===== src/rtl/mux_scan_n.sv =====
// mux_scan_n: registered N-channel word multiplexer.
// A channel is chosen either directly from SEL or by an automatic scan that
// dwells DWELL enabled cycles on each channel. OUT, CANAL and the change
// strobe troca are all registered, so no input reaches an output combinationally.
module mux_scan_n #(
    parameter int WIDTH    = 8,
    parameter int CHANNELS = 4,
    parameter int DWELL    = 1000,
    localparam int SEL_W   = $clog2(CHANNELS)
) (
    input  logic                      clock,
    input  logic                      reset,
    input  logic [CHANNELS*WIDTH-1:0] D,
    input  logic [SEL_W-1:0]          SEL,
    input  logic                      modo,
    input  logic                      enable,
    output logic [WIDTH-1:0]          OUT,
    output logic [SEL_W-1:0]          CANAL,
    output logic                      troca
);

    localparam int               CNT_W    = (DWELL > 1) ? $clog2(DWELL) : 1;
    localparam logic [SEL_W-1:0] LAST_CH  = SEL_W'(CHANNELS - 1);
    localparam logic [CNT_W-1:0] LAST_CNT = CNT_W'(DWELL - 1);

    logic [WIDTH-1:0] out_q, out_d;
    logic [SEL_W-1:0] canal_q, canal_nx;
    logic [CNT_W-1:0] cnt_q, cnt_d;
    logic             troca_q, troca_d;
    logic             canal_oor;
    logic [WIDTH-1:0] ch_word [CHANNELS];

    // Unpack the flat input bus into one word per channel.
    for (genvar k = 0; k < CHANNELS; k++) begin : g_unpack
        assign ch_word[k] = D[k*WIDTH +: WIDTH];
    end

    // CANAL can only be out of range after a direct SEL >= CHANNELS; the
    // extra leading zero keeps the compare meaningful for power-of-2 sizes.
    assign canal_oor = {1'b0, canal_q} > {1'b0, LAST_CH};

    // Next channel and next dwell count for the current mode.
    always_comb begin
        // NOTE: every signal driven here gets a default first so no path
        // leaves it unassigned, which would otherwise infer a latch.
        canal_nx = canal_q;
        cnt_d    = cnt_q;
        if (modo) begin
            if (cnt_q == LAST_CNT) begin
                cnt_d    = '0;
                canal_nx = (canal_q == LAST_CH) ? '0 : canal_q + 1'b1;
            end else begin
                cnt_d = cnt_q + 1'b1;
            end
            // Scanning never continues from an index with no channel behind it.
            if (canal_oor) begin
                canal_nx = '0;
            end
        end else begin
            canal_nx = SEL;
            cnt_d    = '0;
        end
    end

    // Word for the next channel; an index with no channel behind it reads as zero.
    always_comb begin
        out_d = '0;
        for (int k = 0; k < CHANNELS; k++) begin
            if (canal_nx == SEL_W'(k)) begin
                out_d = ch_word[k];
            end
        end
        troca_d = (canal_nx != canal_q);
    end

    // State registers: update together when enabled, otherwise hold and drop the strobe.
    always_ff @(posedge clock or posedge reset) begin
        // NOTE: sequential state uses non-blocking assignments so every
        // register samples the pre-edge values, independent of statement order.
        if (reset) begin
            out_q   <= '0;
            canal_q <= '0;
            cnt_q   <= '0;
            troca_q <= 1'b0;
        end else if (enable) begin
            out_q   <= out_d;
            canal_q <= canal_nx;
            cnt_q   <= cnt_d;
            troca_q <= troca_d;
        end else begin
            troca_q <= 1'b0;
        end
    end

    assign OUT   = out_q;
    assign CANAL = canal_q;
    assign troca = troca_q;

endmodule


===== config.mk =====
export PLATFORM = sky130hd
export DESIGN_NAME = mux_scan_n
export DESIGN_NICKNAME = d
export VERILOG_FILES = /design/src/rtl/mux_scan_n.sv
export SDC_FILE = /design/constraint.sdc
export NUM_CORES = 1
export LEC_CHECK = 0
export CORE_ASPECT_RATIO = 0.9
export CORE_MARGIN = 2
export CORE_UTILIZATION = 57
export CTS_CLUSTER_SIZE = 30
export DETAILED_ROUTE_END_ITERATION = 16
export DONT_BUFFER_PORTS = 1
export PLACE_DENSITY = 0.72
export SLEW_MARGIN = 20
export SYNTH_ARGS = -nofsm -noshare
export SYNTH_HDL_FRONTEND = slang
export SYNTH_SLANG_ARGS = --single-unit

===== constraint.sdc =====
create_clock -name clock -period 2.45 [get_ports clock]
set_clock_uncertainty 0.1 [all_clocks]
set_input_delay 0.3675 -clock clock [delete_from_list [all_inputs] [get_ports clock]]
set_output_delay 0.3675 -clock clock [all_outputs]
set_load 0.01 [all_outputs]

Word-level counts from Yosys, hierarchy flattened
Cells that the tools add are included.
- flip-flop bits (word level): 21
- bits of input ports: 38
- output and inout bits: 11
- word-level logic and storage cells: 23
- add/subtract/negate cells: 2
- eq/ne operators: 6
- muxes and demuxes: 10
- reduce and logical (&&, ||, !) cells: 1
- operators with widths (cell ; number):
    $mux W8 ; 4
    $mux W10 ; 2
    $add A10 B1 Y10 const B ; 1
    $eq A10 B10 Y1 const B ; 1
    $eq A2 B2 Y1 const B ; 3
    $mux W2 ; 3
    $add A2 B1 Y2 const B ; 1
    $eq A2 B1 Y1 const B ; 1
    $logic_not A2 Y1 ; 1
    $ne A2 B2 Y1 ; 1
    $mux W1 ; 1

Logic depth before layout (Yosys ltp)
Gate-level depths: netlist (run 1).
- depth after elaboration: 9
- gate-level depth with buffers: 8
- depth with buffers taken out: 6

Worst setup path before layout (run 1)
No wires, ideal clock.
- path type: flip-flop to flip-flop
- start point: reg canal_q[0], in the netlist CANAL[0]
- end point: reg out_q[0], in the netlist OUT[0]
- library setup time: 0.138 ns
- arrival: 1.774 ns
- data required time: 2.212 ns
- slack: 0.438 ns
- stages on the path, launching flop included: 9
- path buffers: 2
- clock period less this slack: 2.012 ns
- cells stage by stage: dfrtp_1 ha_1 or2_2 o41ai_2 o22ai_2 buf_6 buf_12 mux2i_1 o221ai_1
- longest elaborated chain between the ends: 9
- elaborated cells on any way between the ends: 13
- those cells by class: 1 x add/sub; 4 x eq/ne; 7 x mux; 1 x reduce/logical
- RTL lines (item ; line ; source):
    start: declaration ; 27 ; logic [SEL_W-1:0] canal_q, canal_nx;
    start signal: assignment ; 87 ; canal_q <= canal_nx;
    $add A2 B1 Y2 / $eq A2 B2 Y1 (equally long branches) ; 51 ; canal_nx = (canal_q == LAST_CH) ? '0 : canal_q + 1'b1;
    $mux W2 ; 51 ;
    $mux W2 (*) ; 49 ; if (cnt_q == LAST_CNT) begin
    $mux W2 (*) ; 48 ; if (modo) begin
    $logic_not A2 Y1 ; 69 ; if (canal_nx == SEL_W'(k)) begin
    $mux W8 (3 in a row) ; 69 ;
    $mux W8 (*) ; 69 ;
    end signal: assignment ; 86 ; out_q <= out_d;
    end: declaration ; 26 ; logic [WIDTH-1:0] out_q, out_d;
Mark *: on every way between the ends. The rest lies on a longest branch, timed or not.
A chain may end at the register's enable or synchronous reset.

Worst setup path after layout (run 1)
Ends and elaborated chain as after synthesis.

==> results of run 1 <==
[final timing paths]
kind                       endpoint  cells past startpoint
min reg2reg                cnt_q[3]                      1
min                        cnt_q[8]                      1
min in group clock         CANAL[0]                      1
max reg2reg                  OUT[0]                      7
max in group asynchronous  cnt_q[0]                      1
max                          OUT[0]                      7
[stage by stage]
| stage | TNS (ns) | total power, mW | util (%) |
|---|---|---|---|
| 6_report | 0 | 0.775 | 64.5 |
| 5_1_grt | 0 | 0.826 | 64.5 |
| 4_1_cts | 0 | 0.755 | 61.4 |
| 3_5_place_dp | -0.549 | 0.582 | 59.8 |
| 3_3_place_gp | 0 | 0.573 | 59.8 |
| 2_1_floorplan | 0 | 0.567 | - |
[cells by family after synthesis]
| family | synth area share (%) |
|---|---|
| simple gates | 16.9 |
| flops | 41.0 |
| compound gates | 15.6 |
| buf+inv | 5.66 |
| xor+xnor | 4.78 |
| mux | 14.1 |
| fa+ha+maj | 1.95 |
[cells in the final DEF (no fill, tap or decap), types with 2 or more instances in the layout]
master | Yosys | layout
o221ai_1 | 8 | 8
nand2_1 | 6 | 6
dfrtp_1 | 21 | 21
nand2b_1 | 9 | 8
o31ai_1 | 3 | 3
xnor2_1 | 5 | 5
xor2_1 | 2 | 2
mux2i_1 | 17 | 17
inv_1 | 5 | 5
nor2_1 | 8 | 8
and3_1 | 2 | 2
buf_4 | 1 | 10
ha_1 | 2 | 2
nand3_1 | 7 | 7
o21ai_0 | 5 | 5
clkbuf_4 | 0 | 3
[critical path: cells and delay by family, from the launching register on]
family | cells | cell delay, ns
AO/OA/AOI/OAI | 3 | 0.70
flip-flops | 1 | 0.48
AND/OR/NAND/NOR | 1 | 0.30
adder cells (fa/ha/maj) | 1 | 0.23
buffers and inverters | 1 | 0.20
multiplexers | 1 | 0.16
[power by group]
part	internal (mW)	total [mW]	leakage [nW]	switching (mW)
registers	0.383	0.430	0.271	0.0470
clock network	0.0610	0.172	0.0177	0.111
logic	0.0921	0.173	0.351	0.0806
total	0.536	0.775	0.640	0.239
[layer usage]
| metal | up-vias | routed length [µm] |
|---|---|---|
| met5 | - | 0 |
| met4 | 0 | 9 |
| met3 | 2 | 165 |
| met2 | 33 | 1300 |
| met1 | 457 | 1110 |
| li1 | 464 | - |
[final cells by class]
cell class | count | area (µm²) | area share (%)
multi-input cells | 89 | 694 | 49.8
well taps | 27 | 33.8 | 2.42
clock inverters | 1 | 5.00 | 0.359
flip-flops and latches | 21 | 526 | 37.7
clock buffers | 3 | 22.5 | 1.61
inverters | 5 | 18.8 | 1.35
repair buffers | 11 | 95.1 | 6.82
[sequential cells by signal, indices dropped and copies added (netlist names)]
register / count
cnt_q: 10
troca: 1
OUT: 8
CANAL: 2
[timing repair]
item,in CTS,in global routing
resized for setup,1,1
setup buffers,0,7
hold endpoints to repair,0,0
endpoints found under the setup margin,8,1
pin swaps,0,1
==> results.sh, run 1 <==
export IMPL_hold_viol=21
export IMPL_hold_slack_ns=-0.0240
export IMPL_p_leak_nw=0.640
export IMPL_wl_per_cell_um=16.5
export IMPL_wirelength_mm=2.58
export IMPL_worstPathRequired_ns=2.54
export IMPL_setup_viol=0
export IMPL_die_w_um=54
export IMPL_gr_total_overflow=0
export IMPL_violations="hold timing"
export IMPL_design_area_um2=1400
export IMPL_synth_edf_count=0
export IMPL_fin_crit_sh_pct=93.8
export IMPL_grt_pass1_wl_mm=4.13
export IMPL_crit_path_cell_trace="ha_1 > or2_2 > o41ai_2 > o22ai_4 > buf_4 > mux2i_1 > o221ai_1"
export IMPL_via_per_inst=6.09
export IMPL_top_usage_layer="met2"
export IMPL_core_um2=2160
export IMPL_fmax_mhz=435
export IMPL_synth_warnings=0
export IMPL_place_congestion=0.798
export IMPL_use_met2_pct=32.5
export IMPL_syn_to_final_growth_pct=8.78
export IMPL_final_cells=157
export IMPL_hp_class="primary input to asynchronous set/reset pin"
export IMPL_syn_area_per_cell_um2=10.5
export IMPL_worstSetupStartpoint="CANAL[0]"
export IMPL_cts_buffer_depth=2
export IMPL_drtIter0Drc=27
export IMPL_endpoint_kind="flop"
export IMPL_grt_antenna_before_repair=0
export IMPL_drcViolationCount=0
export IMPL_crit_slowest_cell="dfrtp_1"
export IMPL_io_pins=49
export IMPL_synth_yosys_seq_area_share_pct=41.0
export IMPL_post_place_cells=146
export IMPL_nFillCells=176
export IMPL_cts_root_buf="clkbuf_4"
export IMPL_diodes=0
export IMPL_tightest_slew_ns=0.794
export IMPL_yosys_register_bits=21
export IMPL_port_buffers=0
export IMPL_synthArstFlopShare_pct=100
export IMPL_period_minus_slack_ns=2.30
export IMPL_maxSlewHeadroom_pct=47.0
export IMPL_clock_sinks=21
export IMPL_netlist_area_leader_share_pct=41.0
export IMPL_finalWorstSetupSlack_ns=0.151
export IMPL_netlist_area_um2=1280
export IMPL_holdBufCountCts=0
export IMPL_cp_start_kind="flop"
export IMPL_dp_hpwl_mm=1.83
export IMPL_cts_tree="yes"
export IMPL_row_count=16
export IMPL_drt_pass1_iterations=4
export IMPL_cp_max_fo=10
export IMPL_numCtsBuffers=3
export IMPL_preCtsSetupSlack_ns=-0.0954
export IMPL_grt_util_met1_pct=28.4
export IMPL_clk_pin_slew_ns=0.12
export IMPL_grt_pass1_vias=924
export IMPL_die_h_um=49
export IMPL_path_class="flop to flop"
export IMPL_yosysUniqueCellTypes=33
export IMPL_final_layout_size_suffix_gt1_share_pct=17.7
export IMPL_ys_dominant_reg_cell="dfrtp_1"
export IMPL_start_util_pct=59.3
export IMPL_ys_top_cells_by_count="dfrtp_1 (21), mux2i_1 (17), nand2b_1 (9), nor2_1 (8), o221ai_1 (8)"
export IMPL_ant_nets=0
export IMPL_htreeDepth=1
export IMPL_vias=956
export IMPL_nets=171
export IMPL_syn_nets=162
export IMPL_grt_usage_pct=21.0
export IMPL_use_met3_pct=7.67
export IMPL_arrival_ns=2.38
export IMPL_synth_most_common_cell="dfrtp_1"
export IMPL_synthTopCellsByArea="dfrtp_1 (41%), mux2i_1 (13%), o221ai_1 (5.5%)"
export IMPL_vdd_ir_drop_max_uv=530
export IMPL_power_density_nw_per_um2=556
export IMPL_status="finished, violations left"
export IMPL_synthCells=122
export IMPL_grt_max_degree=25
export IMPL_r2r_start="CANAL[0]"
export IMPL_slew_violations=0
export IMPL_place_area_um2=1290
export IMPL_clkLatencyLatePin_ns=0.31
export IMPL_cp_slowest_stage_delay_ns=0.48
export IMPL_rsz0062_at_grt="false"
export IMPL_fp_dieArea_um2=2650
export IMPL_synth_largest_area_cell="dfrtp_1"
export IMPL_maxCapViolCount=0
export IMPL_reg2reg_slack_ns=0.15
(Power assumes the default switching activity.)
==> run 2: changes to the inputs <==
--- a/config.mk
+++ b/config.mk
@@ -6,13 +6,13 @@
 export NUM_CORES = 1
 export LEC_CHECK = 0
 export CORE_ASPECT_RATIO = 0.9
-export CORE_MARGIN = 2
+export CORE_MARGIN = 3
 export CORE_UTILIZATION = 57
 export CTS_CLUSTER_SIZE = 30
 export DETAILED_ROUTE_END_ITERATION = 16
 export DONT_BUFFER_PORTS = 1
 export PLACE_DENSITY = 0.72
-export SLEW_MARGIN = 20
 export SYNTH_ARGS = -nofsm -noshare
 export SYNTH_HDL_FRONTEND = slang
 export SYNTH_SLANG_ARGS = --single-unit
+export TNS_END_PERCENT = 100
==> run 2 against run 1 <==
The flow still finishes with violations (hold timing). Combinational power down 6%. Sequential share of layout area up 0.62 points. Power down 1.4%. Global-route usage down 0.85 points. Cell count down 4.5%. Cell area down 1.6%. Count of clock-buffer cells in the layout up 1. Non-clock buffer count down 6. Utilization up 3.2 points. Sequential power about the same. Hold slack better by 0.0038 ns. Via count up 2.7%.
==> results.sh, run 2 (synthesis results as in run 1) <==
export IMPL_status="finished, violations left"
export IMPL_violations="hold timing"
export IMPL_diodes=0
export IMPL_top_register="cnt_q"
export IMPL_clkLatencyLatePin_ns=0.31
export IMPL_path_class="flop to flop"
export IMPL_place_congestion=0.827
export IMPL_power_density_nw_per_um2=557
export IMPL_reg2reg_slack_ns=0.14
export IMPL_wirelength_mm=2.92
export IMPL_cts_buffer_depth=2
export IMPL_maxSlewHeadroom_pct=47.1
export IMPL_setup_viol=0
export IMPL_period_minus_slack_ns=2.31
export IMPL_tns_ns=0
export IMPL_fmax_mhz=433
export IMPL_fin_util_pct=67.7
export IMPL_clk_pin_slew_ns=0.12
export IMPL_cts_tree="yes"
export IMPL_drt_pass1_iterations=4
export IMPL_grt_max_degree=25
export IMPL_io_pins=49
export IMPL_clock_sinks=21
export IMPL_die_h_um=51
export IMPL_row_count=15
export IMPL_cp_slowest_stage_delay_ns=0.47
export IMPL_fin_crit_sh_pct=94.3
export IMPL_drtIter0Drc=22
export IMPL_cp_top_family="compound AO/OA/AOI/OAI gates"
export IMPL_vdd_ir_drop_max_uv=438
export IMPL_crit_path_cell_trace="ha_1 > or2_2 > o41ai_4 > buf_4 > o22ai_4 > mux2i_1 > o221ai_1"
export IMPL_tightest_slew_ns=0.793
export IMPL_hold_slack_ns=-0.0202
export IMPL_rsz0062_at_grt="false"
export IMPL_r2r_start="CANAL[0]"
export IMPL_finalWorstSetupSlack_ns=0.139
export IMPL_cts_root_buf="clkbuf_4"
export IMPL_slew_violations=0
export IMPL_grt_pass1_vias=981
export IMPL_cp_max_fo=9
export IMPL_grt_antenna_before_repair=0
export IMPL_worstPathRequired_ns=2.54
export IMPL_vias=982
export IMPL_final_layout_size_suffix_gt1_share_pct=14.4
export IMPL_hold_viol=21
export IMPL_endpoint_kind="flop"
export IMPL_arrival_ns=2.40
export IMPL_nets=166
export IMPL_nFillCells=165
export IMPL_via_per_inst=6.55
export IMPL_wl_per_cell_um=19.5
export IMPL_layout_commonest_cell="dfrtp_1"
export IMPL_numCtsBuffers=3
export IMPL_ant_nets=0
export IMPL_dp_hpwl_mm=2.08
export IMPL_worstSetupStartpoint="CANAL[0]"
export IMPL_crit_slowest_cell="dfrtp_1"
export IMPL_core_um2=2030
export IMPL_die_w_um=56
export IMPL_port_buffers=0
export IMPL_total_power_uw=764
export IMPL_gr_total_overflow=0
export IMPL_syn_to_final_growth_pct=7.02
export IMPL_worst_path_buf_inv=1
export IMPL_start_util_pct=63.3
export IMPL_hp_class="primary input to asynchronous set/reset pin"
export IMPL_htreeDepth=1
export IMPL_grt_usage_pct=20.2
export IMPL_drcViolationCount=0
export IMPL_maxCapViolCount=0
export IMPL_grt_pass1_wl_mm=4.59
export IMPL_preCtsSetupSlack_ns=-0.150
export IMPL_p_leak_nw=0.624
export IMPL_cp_start_kind="flop"
export IMPL_layout_common_cells="dfrtp_1 (21), mux2i_1 (17), nor2_1 (8), nand2b_1 (8), o221ai_1 (8)"
export IMPL_largest_reg_flops=10
export IMPL_fp_dieArea_um2=2860
run 2: worst paths after layout:
| kind | to | depth (start not counted) |
|---|---|---|
| worst max-delay path | OUT[6] | 7 |
| worst min-delay path | cnt_q[3] | 1 |
| worst max register to register | OUT[6] | 7 |
| worst min register to register | cnt_q[1] | 2 |
| max in group asynchronous | OUT[5] | 1 |
| min in group clock | cnt_q[1] | 1 |
run 2: report_power, final:
part | switching [mW] | total [mW] | internal (mW)
Combinational | 0.0846 | 0.162 | 0.0770
Sequential | 0.0481 | 0.431 | 0.383
Clock | 0.108 | 0.171 | 0.0635
Total | 0.240 | 0.764 | 0.524
run 2: per-layer routing:
| metal | global-route usage, % | wire [µm] | up-vias |
|---|---|---|---|
| met2 | 34.8 | 1520 | 32 |
| met4 | 3.56 | 23 | 0 |
| met1 | 25.5 | 1230 | 490 |
| met5 | 0 | 0 | - |
| met3 | 5.81 | 149 | 2 |
| li1 | - | - | 458 |
run 2: stage by stage:
step                instances  area (µm²)  hold slack, ns
finish                    150        1370         -0.0202
floorplan                 122        1280           0.244
global placement          144        1290           0.350
detailed placement        144        1290           0.358
global route              150        1370          0.0238
CTS                       148        1320         0.00211
run 2: timing repair:
item / CTS / global route
setup buffers: 0 / 1
hold endpoints to repair: 0 / 0
pin swaps: 0 / 2
hold buffers: 0 / 0
setup endpoints to repair: 8 / 9
resized for setup: 1 / 5
gates cloned: 0 / 1
run 2: area by class of cell:
type	count	area [µm²]	area share, %
clock buffer	4	26.3	1.91
timing repair buffer	5	37.5	2.73
multi-input combinational	90	733	53.4
inverter	5	18.8	1.37
sequential	21	526	38.3
tap	25	31.3	2.28
